==> src/rtl/inst_axi_rd_bridge_pkg.sv <==
// Shared AXI read-side constants, size encoding and AR FSM state.
// Used by the instruction bridge and the future data-side bridge.
package inst_axi_rd_bridge_pkg;

  localparam logic [1:0] AXI_BURST_INCR = 2'b01;
  localparam logic [1:0] AXI_RESP_OKAY  = 2'b00;

  localparam logic [1:0] SZ_BYTE = 2'd0;
  localparam logic [1:0] SZ_HALF = 2'd1;
  localparam logic [1:0] SZ_WORD = 2'd2;

  typedef enum logic {
    AR_IDLE = 1'b0,
    AR_SEND = 1'b1
  } ar_state_e;

  function automatic logic [2:0] axi_size(input logic [1:0] sz);
    return {1'b0, sz};
  endfunction

endpackage

==> src/rtl/inst_axi_rd_bridge_rd_resp_reg.sv <==
// Read response capture: one-cycle data_ok pulse, held rdata, error pulse.
// Ports: i_fire (R handshake), i_data/i_resp (beat), o_data_ok/o_rdata/o_err.
module rd_resp_reg
  import inst_axi_rd_bridge_pkg::*;
(
  input  logic        clk,
  input  logic        resetn,
  input  logic        i_fire,
  input  logic [31:0] i_data,
  input  logic [1:0]  i_resp,
  output logic        o_data_ok,
  output logic [31:0] o_rdata,
  output logic        o_err
);

  logic        r_data_ok;
  logic [31:0] r_rdata;
  logic        r_err;

  always_ff @(posedge clk) begin
    if (!resetn) begin
      r_data_ok <= 1'b0;
      r_rdata   <= '0;
      r_err     <= 1'b0;
    end else begin
      r_data_ok <= i_fire;
      // error only accompanies the data_ok pulse
      r_err     <= i_fire && (i_resp != AXI_RESP_OKAY);
      if (i_fire) r_rdata <= i_data;
    end
  end

  assign o_data_ok = r_data_ok;
  assign o_rdata   = r_rdata;
  assign o_err     = r_err;

endmodule

==> src/rtl/inst_axi_rd_bridge.sv <==
// IF-stage SRAM-like fetch port to single-beat AXI AR/R read bridge.
// Ports: inst_sram_* (fetch side), inst_rd_err, ar*/r* (AXI read master).
module inst_axi_rd_bridge
  import inst_axi_rd_bridge_pkg::*;
#(
  parameter int         MAX_OUTSTANDING = 2,
  parameter logic [3:0] ARID_VAL        = 4'h0
) (
  input  logic        clk,
  input  logic        resetn,
  input  logic        inst_sram_req,
  input  logic        inst_sram_wr,
  input  logic [1:0]  inst_sram_size,
  input  logic [31:0] inst_sram_addr,
  input  logic [3:0]  inst_sram_wstrb,
  input  logic [31:0] inst_sram_wdata,
  output logic        inst_sram_addr_ok,
  output logic        inst_sram_data_ok,
  output logic [31:0] inst_sram_rdata,
  output logic        inst_rd_err,
  output logic [3:0]  arid,
  output logic [31:0] araddr,
  output logic [7:0]  arlen,
  output logic [2:0]  arsize,
  output logic [1:0]  arburst,
  output logic [1:0]  arlock,
  output logic [3:0]  arcache,
  output logic [2:0]  arprot,
  output logic        arvalid,
  input  logic        arready,
  input  logic [3:0]  rid,
  input  logic [31:0] rdata,
  input  logic [1:0]  rresp,
  input  logic        rlast,
  input  logic        rvalid,
  output logic        rready
);

  localparam int CW = $clog2(MAX_OUTSTANDING + 1);
  localparam logic [CW-1:0] MAX_CNT = CW'(MAX_OUTSTANDING);

  ar_state_e   r_state;
  ar_state_e   w_state_nxt;
  logic [CW-1:0] r_cnt;
  logic [31:0] r_araddr;
  logic [1:0]  r_size;
  logic        w_accept;
  logic        w_rfire;
  logic        w_unused;

  assign w_unused = ^{inst_sram_wstrb, inst_sram_wdata, rid, rlast};

  assign inst_sram_addr_ok = inst_sram_req && !inst_sram_wr &&
                             (r_state == AR_IDLE) && (r_cnt < MAX_CNT);
  assign w_accept = inst_sram_addr_ok;
  assign rready   = (r_cnt != '0);
  assign w_rfire  = rvalid && rready;

  always_ff @(posedge clk) begin
    if (!resetn) r_state <= AR_IDLE;
    else         r_state <= w_state_nxt;
  end

  always_comb begin
    w_state_nxt = r_state;
    unique case (r_state)
      AR_IDLE: if (w_accept) w_state_nxt = AR_SEND;
      AR_SEND: if (arready)  w_state_nxt = AR_IDLE;
      default: w_state_nxt = AR_IDLE;
    endcase
  end

  always_comb begin
    arvalid = (r_state == AR_SEND);
  end

  always_ff @(posedge clk) begin
    if (!resetn) begin
      r_araddr <= '0;
      r_size   <= SZ_WORD;
    end else if (w_accept) begin
      r_araddr <= inst_sram_addr;
      r_size   <= inst_sram_size;
    end
  end

  // counts IF-side accepts, not AR handshakes
  always_ff @(posedge clk) begin
    if (!resetn) begin
      r_cnt <= '0;
    end else if (w_accept && !w_rfire) begin
      r_cnt <= r_cnt + CW'(1);
    end else if (!w_accept && w_rfire) begin
      r_cnt <= r_cnt - CW'(1);
    end
  end

  assign arid    = ARID_VAL;
  assign araddr  = r_araddr;
  assign arlen   = 8'd0;
  assign arsize  = axi_size(r_size);
  assign arburst = AXI_BURST_INCR;
  assign arlock  = 2'b00;
  assign arcache = 4'h0;
  assign arprot  = 3'h0;

  rd_resp_reg u_resp (
    .clk       (clk),
    .resetn    (resetn),
    .i_fire    (w_rfire),
    .i_data    (rdata),
    .i_resp    (rresp),
    .o_data_ok (inst_sram_data_ok),
    .o_rdata   (inst_sram_rdata),
    .o_err     (inst_rd_err)
  );

endmodule

==> config.mk <==
export PLATFORM = sky130hd
export DESIGN_NAME = inst_axi_rd_bridge
export DESIGN_NICKNAME = d
export VERILOG_FILES = /design/src/rtl/inst_axi_rd_bridge_pkg.sv /design/src/rtl/inst_axi_rd_bridge_rd_resp_reg.sv /design/src/rtl/inst_axi_rd_bridge.sv
export SDC_FILE = /design/constraint.sdc
export NUM_CORES = 1
export LEC_CHECK = 0
export BUFFER_PORTS_ARGS = -buffer_cell sky130_fd_sc_hd__buf_4
export CAP_MARGIN = 40
export CORE_ASPECT_RATIO = 1.4
export CORE_UTILIZATION = 44
export CTS_BUF_LIST = sky130_fd_sc_hd__clkbuf_16
export CTS_CLUSTER_DIAMETER = 100
export CTS_CLUSTER_SIZE = 10
export DETAILED_ROUTE_END_ITERATION = 7
export PLACE_DENSITY = 0.85
export SLEW_MARGIN = 20
export SYNTH_ARGS = -nofsm -noshare
export SYNTH_HDL_FRONTEND = slang
export SYNTH_SLANG_ARGS = --single-unit
export TNS_END_PERCENT = 30
==> constraint.sdc <==
create_clock -name clk -period 6.05 [get_ports clk]
set_clock_uncertainty 0.2 [all_clocks]
set_input_delay 0.605 -clock clk [delete_from_list [all_inputs] [get_ports clk]]
set_output_delay 0.605 -clock clk [all_outputs]
set_load 0.01 [all_outputs]
## After elaboration in Yosys (flattened, before gate mapping)

Index checks and enable logic that the tools add are counted.
W data, S select, Z words.

| word-level totals | value |
|---|---|
| word-level logic and storage cells | 29 |
| register bits | 71 |
| input port bits | 115 |
| output and inout port bits | 95 |

| operators by class | value |
|---|---|
| mux-type cells | 5 |
| $lt $le $gt $ge | 1 |
| reduce and logical (&&, ||, !) cells | 13 |
| add/subtract/negate cells | 2 |
| bitwise logic cells | 1 |

Operator list:

| cell | count |
|---|---|
| $logic_and A1 B1 Y1 | 7 |
| $reduce_bool A2 Y1 | 3 |
| $mux W2 | 2 |
| $logic_not A1 Y1 | 3 |
| $add A2 B1 Y2 const B | 1 |
| $lt A2 B2 Y1 const B | 1 |
| $mux W1 | 2 |
| $pmux W1 S2 | 1 |
| $sub A2 B1 Y2 const B | 1 |
| $not A1 Y1 | 1 |

## Logic depth before layout (Yosys ltp)

| depth | value |
|---|---|
| depth after elaboration | 8 |
| depth in mapped cells | 8 |

## Modules after synthesis

A second synthesis with hierarchy kept.

| unflattened totals | value |
|---|---|
| cell total of the unflattened synthesis | 297 |
| area, all modules | 3029.2 um^2 |

Modules (own cells, without submodules):

| module | instances | seq. area each (um^2) | cells an instance | area each (um^2) |
|---|---|---|---|---|
| inst_axi_rd_bridge | 1 | 740.7 | 190 | 1729.2 |
| rd_resp_reg | 1 | 680.7 | 107 | 1300.0 |

## Least setup slack after synthesis

No wires, ideal clock.

| path | value |
|---|---|
| path type | in2reg |
| start point | input port inst_sram_wr |
| end point | register r_cnt[1] |
| library setup time | 0.076 ns |
| buffers on the path | 2 |
| path slack | 3.612 ns |
| stages | 7 |
| arrival | 2.162 ns |
| cells stage by stage | or4b_1 -> buf_6 -> clkinv_4 -> buf_8 -> ha_1 -> or3_1 -> a21boi_0 |

| on the way | value |
|---|---|
| longest elaborated chain between the ends | 7 |
| elaborated cells between the ends (all ways) | 9 |
| classes of those cells | mux (1); reduce/logical (8) |

RTL lines:

| element | line | source |
|---|---|---|
| start, declared | inst_axi_rd_bridge.sv:12 | `input logic inst_sram_wr,` |
| $logic_not A1 Y1 * | inst_axi_rd_bridge.sv:53 | `assign inst_sram_addr_ok = inst_sram_req && !inst_sram_wr &&` |
| $logic_and A1 B1 Y1 * (2 in series) | inst_axi_rd_bridge.sv:53 |  |
| $logic_and A1 B1 Y1 * | inst_axi_rd_bridge.sv:54 | `(r_state == AR_IDLE) && (r_cnt < MAX_CNT);` |
| via inst_sram_addr_ok | inst_axi_rd_bridge.sv:17 | `output logic inst_sram_addr_ok,` |
| $logic_not A1 Y1 | inst_axi_rd_bridge.sv:93 | `end else if (!w_accept && w_rfire) begin` |
| $logic_and A1 B1 Y1 | inst_axi_rd_bridge.sv:93 |  |
| $reduce_bool A2 Y1 (no source line) | - |  |
| end signal, assigned | inst_axi_rd_bridge.sv:92 | `r_cnt <= r_cnt + CW'(1);` |
| end signal, assigned | inst_axi_rd_bridge.sv:94 | `r_cnt <= r_cnt - CW'(1);` |
| end, declared | inst_axi_rd_bridge.sv:44 | `logic [CW-1:0] r_cnt;` |

The timed path passes the listed nets; every way through them passes the cells marked *.
A chain may end at the register's enable or synchronous reset.

## Worst setup path after layout

| path | value |
|---|---|
| start point | register r_cnt[1] |
| end point | output port inst_sram_addr_ok |

| on the way | value |
|---|---|
| longest elaborated chain between the ends | 2 |

RTL lines:

| element | line |
|---|---|
| $lt A2 B2 Y1 | inst_axi_rd_bridge.sv:54 |
| $logic_and A1 B1 Y1 | inst_axi_rd_bridge.sv:54 |
| end, declared | inst_axi_rd_bridge.sv:17 |

Every way passes these cells.

==> out/results.tsv <==
stage	metric	value	unit
logic_synthesis	flops & latches, synth	71	
cells_and_area	commonest non-fill, non-tap cell in the layout	buf_4	
worst_setup_path	CP required	5.24	ns
cells_and_area	commonest non-fill, non-tap cells in the layout	buf_4, nand2_1, dfxtp_1	
hold_path	Hold/Removal Path Class	reg2reg	
clock_tree	Clk Latency, worst-skew pair	0.31	ns
timing	Hold Fails Final Rpt	0	
clock_tree	Num CTS Buffers	9	
worst_setup_path	worst reg2reg endpoint	r_cnt[1]$_SDFFE_PN0P_	
worst_setup_path	Worst setup SP type	flop	
place	GPL Wtd Cong	0.720	
timing	setup TNS	0	ns
hold_path	Worst Hold End	u_resp.o_rdata[5]$_SDFFE_PN0P_	
global_routing	first-pass GRT wire length	10400	um
timing	Final period util	45.0	%
floorplan	Initial Util	46.5	%
floorplan	io pins	210	
timing	Worst Tran Pin Value	0.530	ns
place	hpwl dp	4800	um
detailed_routing	number of vias per cell	4.61	
power	Seq pwr share	39.0	%
power	Power Dens Cells	353	mW/mm^2
global_routing	pin count of the biggest net entering global routing	71	
worst_setup_path	FF-to-FF setup slack	3.52	ns
power	Sw Pwr	0.435	mW
detailed_routing	DRT iter0 DRCs	113	
floorplan	die area	0.00704	sq mm
power	Pint	1.05	mW
hold_path	Hold Startpoint	u_resp.o_rdata[5]$_SDFFE_PN0P_	
worst_setup_path	Setup crit end kind	output pin	
outcome	failing checks	DRC	
detailed_routing	Post-DRT Antenna Nets	0	
worst_setup_path	reg2reg start	r_cnt[1]$_SDFFE_PN0P_	
floorplan	Die Wd	71.2	um
run	count of maximum capacitance violations	0	
detailed_routing	number of detailed-route iterations in the first pass	6	
hold_path	WHS Path Cells	2	
clock_tree	Post-CTS Setup Repair Bufs	0	
worst_setup_path	Crit Path Max Fanout	36	
power	combinational group share of total power	28.2	%
cells_and_area	multi-input logic area	0.00129	sq mm
power	Clock power frac	32.9	%
timing	RSZ-0062 raised after global routing	false	
clock_tree	Clock Path Buffers	2	
floorplan	total core area	0.00634	sq mm
timing	worst hold slack	0.261	ns
timing	Max-slew headroom	64.7	%
place	placed inst area	0.00394	sq mm
logic_synthesis	synth top area cells	dfxtp_1, nand2_1, a21boi_2	
clock_tree	H-tree levels	3	
detailed_routing	DRC viols	12	
logic_synthesis	sequential share of the synthesized area	48.2	%
timing	Max Slew Vio Count	0	
logic_synthesis	synthesized area	0.00295	sq mm
global_routing	GRT overflow	0	
clock_tree	# hold bufs at CTS	0	
logic_synthesis	area leader, netlist	dfxtp_1	
timing	post-layout min period	2.72	ns
power	Sw Share	29.2	%
floorplan	row count	34	
global_routing	GRT Total Usage	18.7	%
logic_synthesis	Syn Inst Count	332	
floorplan	die height	98.9	um
clock_tree	Clock Pin Slew Worst Setup and Hold Paths	0.05	ns
place	I/O Buffers	144	
place	Placed Cells incl. Taps	528	
cells_and_area	flip-flop and latch area	0.00142	sq mm
clock_tree	CTS tree	yes	
clock_tree	CTS resizes	0	
cells_and_area	NumNets Final	583	
detailed_routing	post-detailed-routing wire length	6630	um
cells_and_area	diode count	0	
worst_setup_path	worst r2r path cells	6	
cells_and_area	Area Overhead vs Synth	43.0	%
detailed_routing	vias post-DR	2510	
cells_and_area	# fillers	528	
clock_tree	Sinks on Clock Net	71	
cells_and_area	layout cells sized above 1	40.0	%
cells_and_area	fin cells	544	
global_routing	vias in the first global route	2472	
logic_synthesis	Synth cell types	23	
detailed_routing	WL per Instance	12.2	um
cells_and_area	post-route cell area	0.00422	sq mm
global_routing	initial antenna violation count	0	
cells_and_area	fin util	66.5	%
worst_setup_path	CP Class	reg2out	
logic_synthesis	Yosys top cell area share	48.2	%
power	VDD IR max	0.274	mV
timing	Setup Viol. Count Final	0	
logic_synthesis	Yosys warning count	0	
clock_tree	clk root buf	clkbuf_16	
logic_synthesis	Synth Area per Inst	8.88	sq um
worst_setup_path	Crit path arrival time	1.92	ns
power	Leak	1.88	nW
outcome	run status	finished, violations left	
timing	Max Clk Rate	0.367	GHz
-- cells by family (layout without fill, tap and decap cells) --
group | count (synthesis) | in the layout | share of synthesized area [%]
DFF | 71 | 71 | 48.2
xor gates and xnor gates | 2 | 2 | 0.594
AOI/OAI and AO/OA | 70 | 70 | 21.3
buffers and inverters | 47 | 165 | 10.9
adders and majority gates | 1 | 1 | 0.424
and+or+nand+nor | 139 | 139 | 18.4
other | 2 | 24 | 0.255
-- cell type report --
cell class / count / share of cell area, %
clock buffers: 9 / 5.34
clock inverters: 7 / 1.31
inverters: 2 / 0.297
multi-input cells: 236 / 30.6
flip-flops and latches: 71 / 33.7
well taps: 72 / 2.14
repair buffers: 147 / 26.6
-- sequential cells by signal (all words and copies together) (netlist names) --
signal            count
r_cnt                 2
u_resp.o_err          1
arvalid               1
araddr               32
r_size                2
u_resp.o_data_ok      1
u_resp.o_rdata       32
-- through the flow --
stage | total power [mW] | setup slack, ns
6_report | 1.49 | 3.33
5_1_grt | 1.58 | 3.23
4_1_cts | 1.51 | 3.30
3_5_place_dp | 1.02 | 3.21
3_3_place_gp | 0.983 | 3.27
2_1_floorplan | 0.834 | 3.61
-- worst max-delay path: stages, from the launching register on --
cell,delay (ns)
dfxtp_1,0.35
or4b_1,0.53
buf_4,0.27
clkinv_4,0.26
buf_4,0.18
-- worst max path at each step --
stage                           from  slack [ns]                     to  cells past startpoint
6_report       r_cnt[1]$_SDFFE_PN0P_        3.33      inst_sram_addr_ok                      4
5_1_grt        r_cnt[1]$_SDFFE_PN0P_        3.23      inst_sram_addr_ok                      4
4_1_cts        r_cnt[1]$_SDFFE_PN0P_        3.30      inst_sram_addr_ok                      4
3_5_place_dp            inst_sram_wr        3.21  r_cnt[1]$_SDFFE_PN0P_                      7
3_3_place_gp            inst_sram_wr        3.27  r_cnt[1]$_SDFFE_PN0P_                      7
2_1_floorplan           inst_sram_wr        3.61  r_cnt[1]$_SDFFE_PN0P_                      7
-- power by group through the flow --
| stage | clock network, mW | logic, mW | registers, mW |
|---|---|---|---|
| floorplan | 0 | 0.218 | 0.616 |
| global placement | 0 | 0.397 | 0.586 |
| detailed placement | 0 | 0.425 | 0.590 |
| CTS | 0.504 | 0.426 | 0.580 |
| global route | 0.526 | 0.462 | 0.588 |
| finish | 0.489 | 0.419 | 0.580 |
-- Yosys cell counts, drive strengths merged --
cell	n
inv	1
nand2	132
clkbuf	11
clkinv	1
and2	2
o21ai	1
or2	1
conb	2
or3	1
o21a	2
or4b	1
xor2	1
nand3	1
xnor2	1
dfxtp	71
buf	34
ha	1
a21boi	67
nand2b	1
-- layer usage --
metal | part of all wire (%) | vias up | track usage (%)
li1 | - | 1279 | -
met3 | 9.3 | 6 | 7.77
met1 | 37 | 1118 | 17.6
met4 | 1.0 | 0 | 5.69
met2 | 53 | 107 | 35.8
met5 | 0 | - | 0
Power figures use the tool's default switching activity.
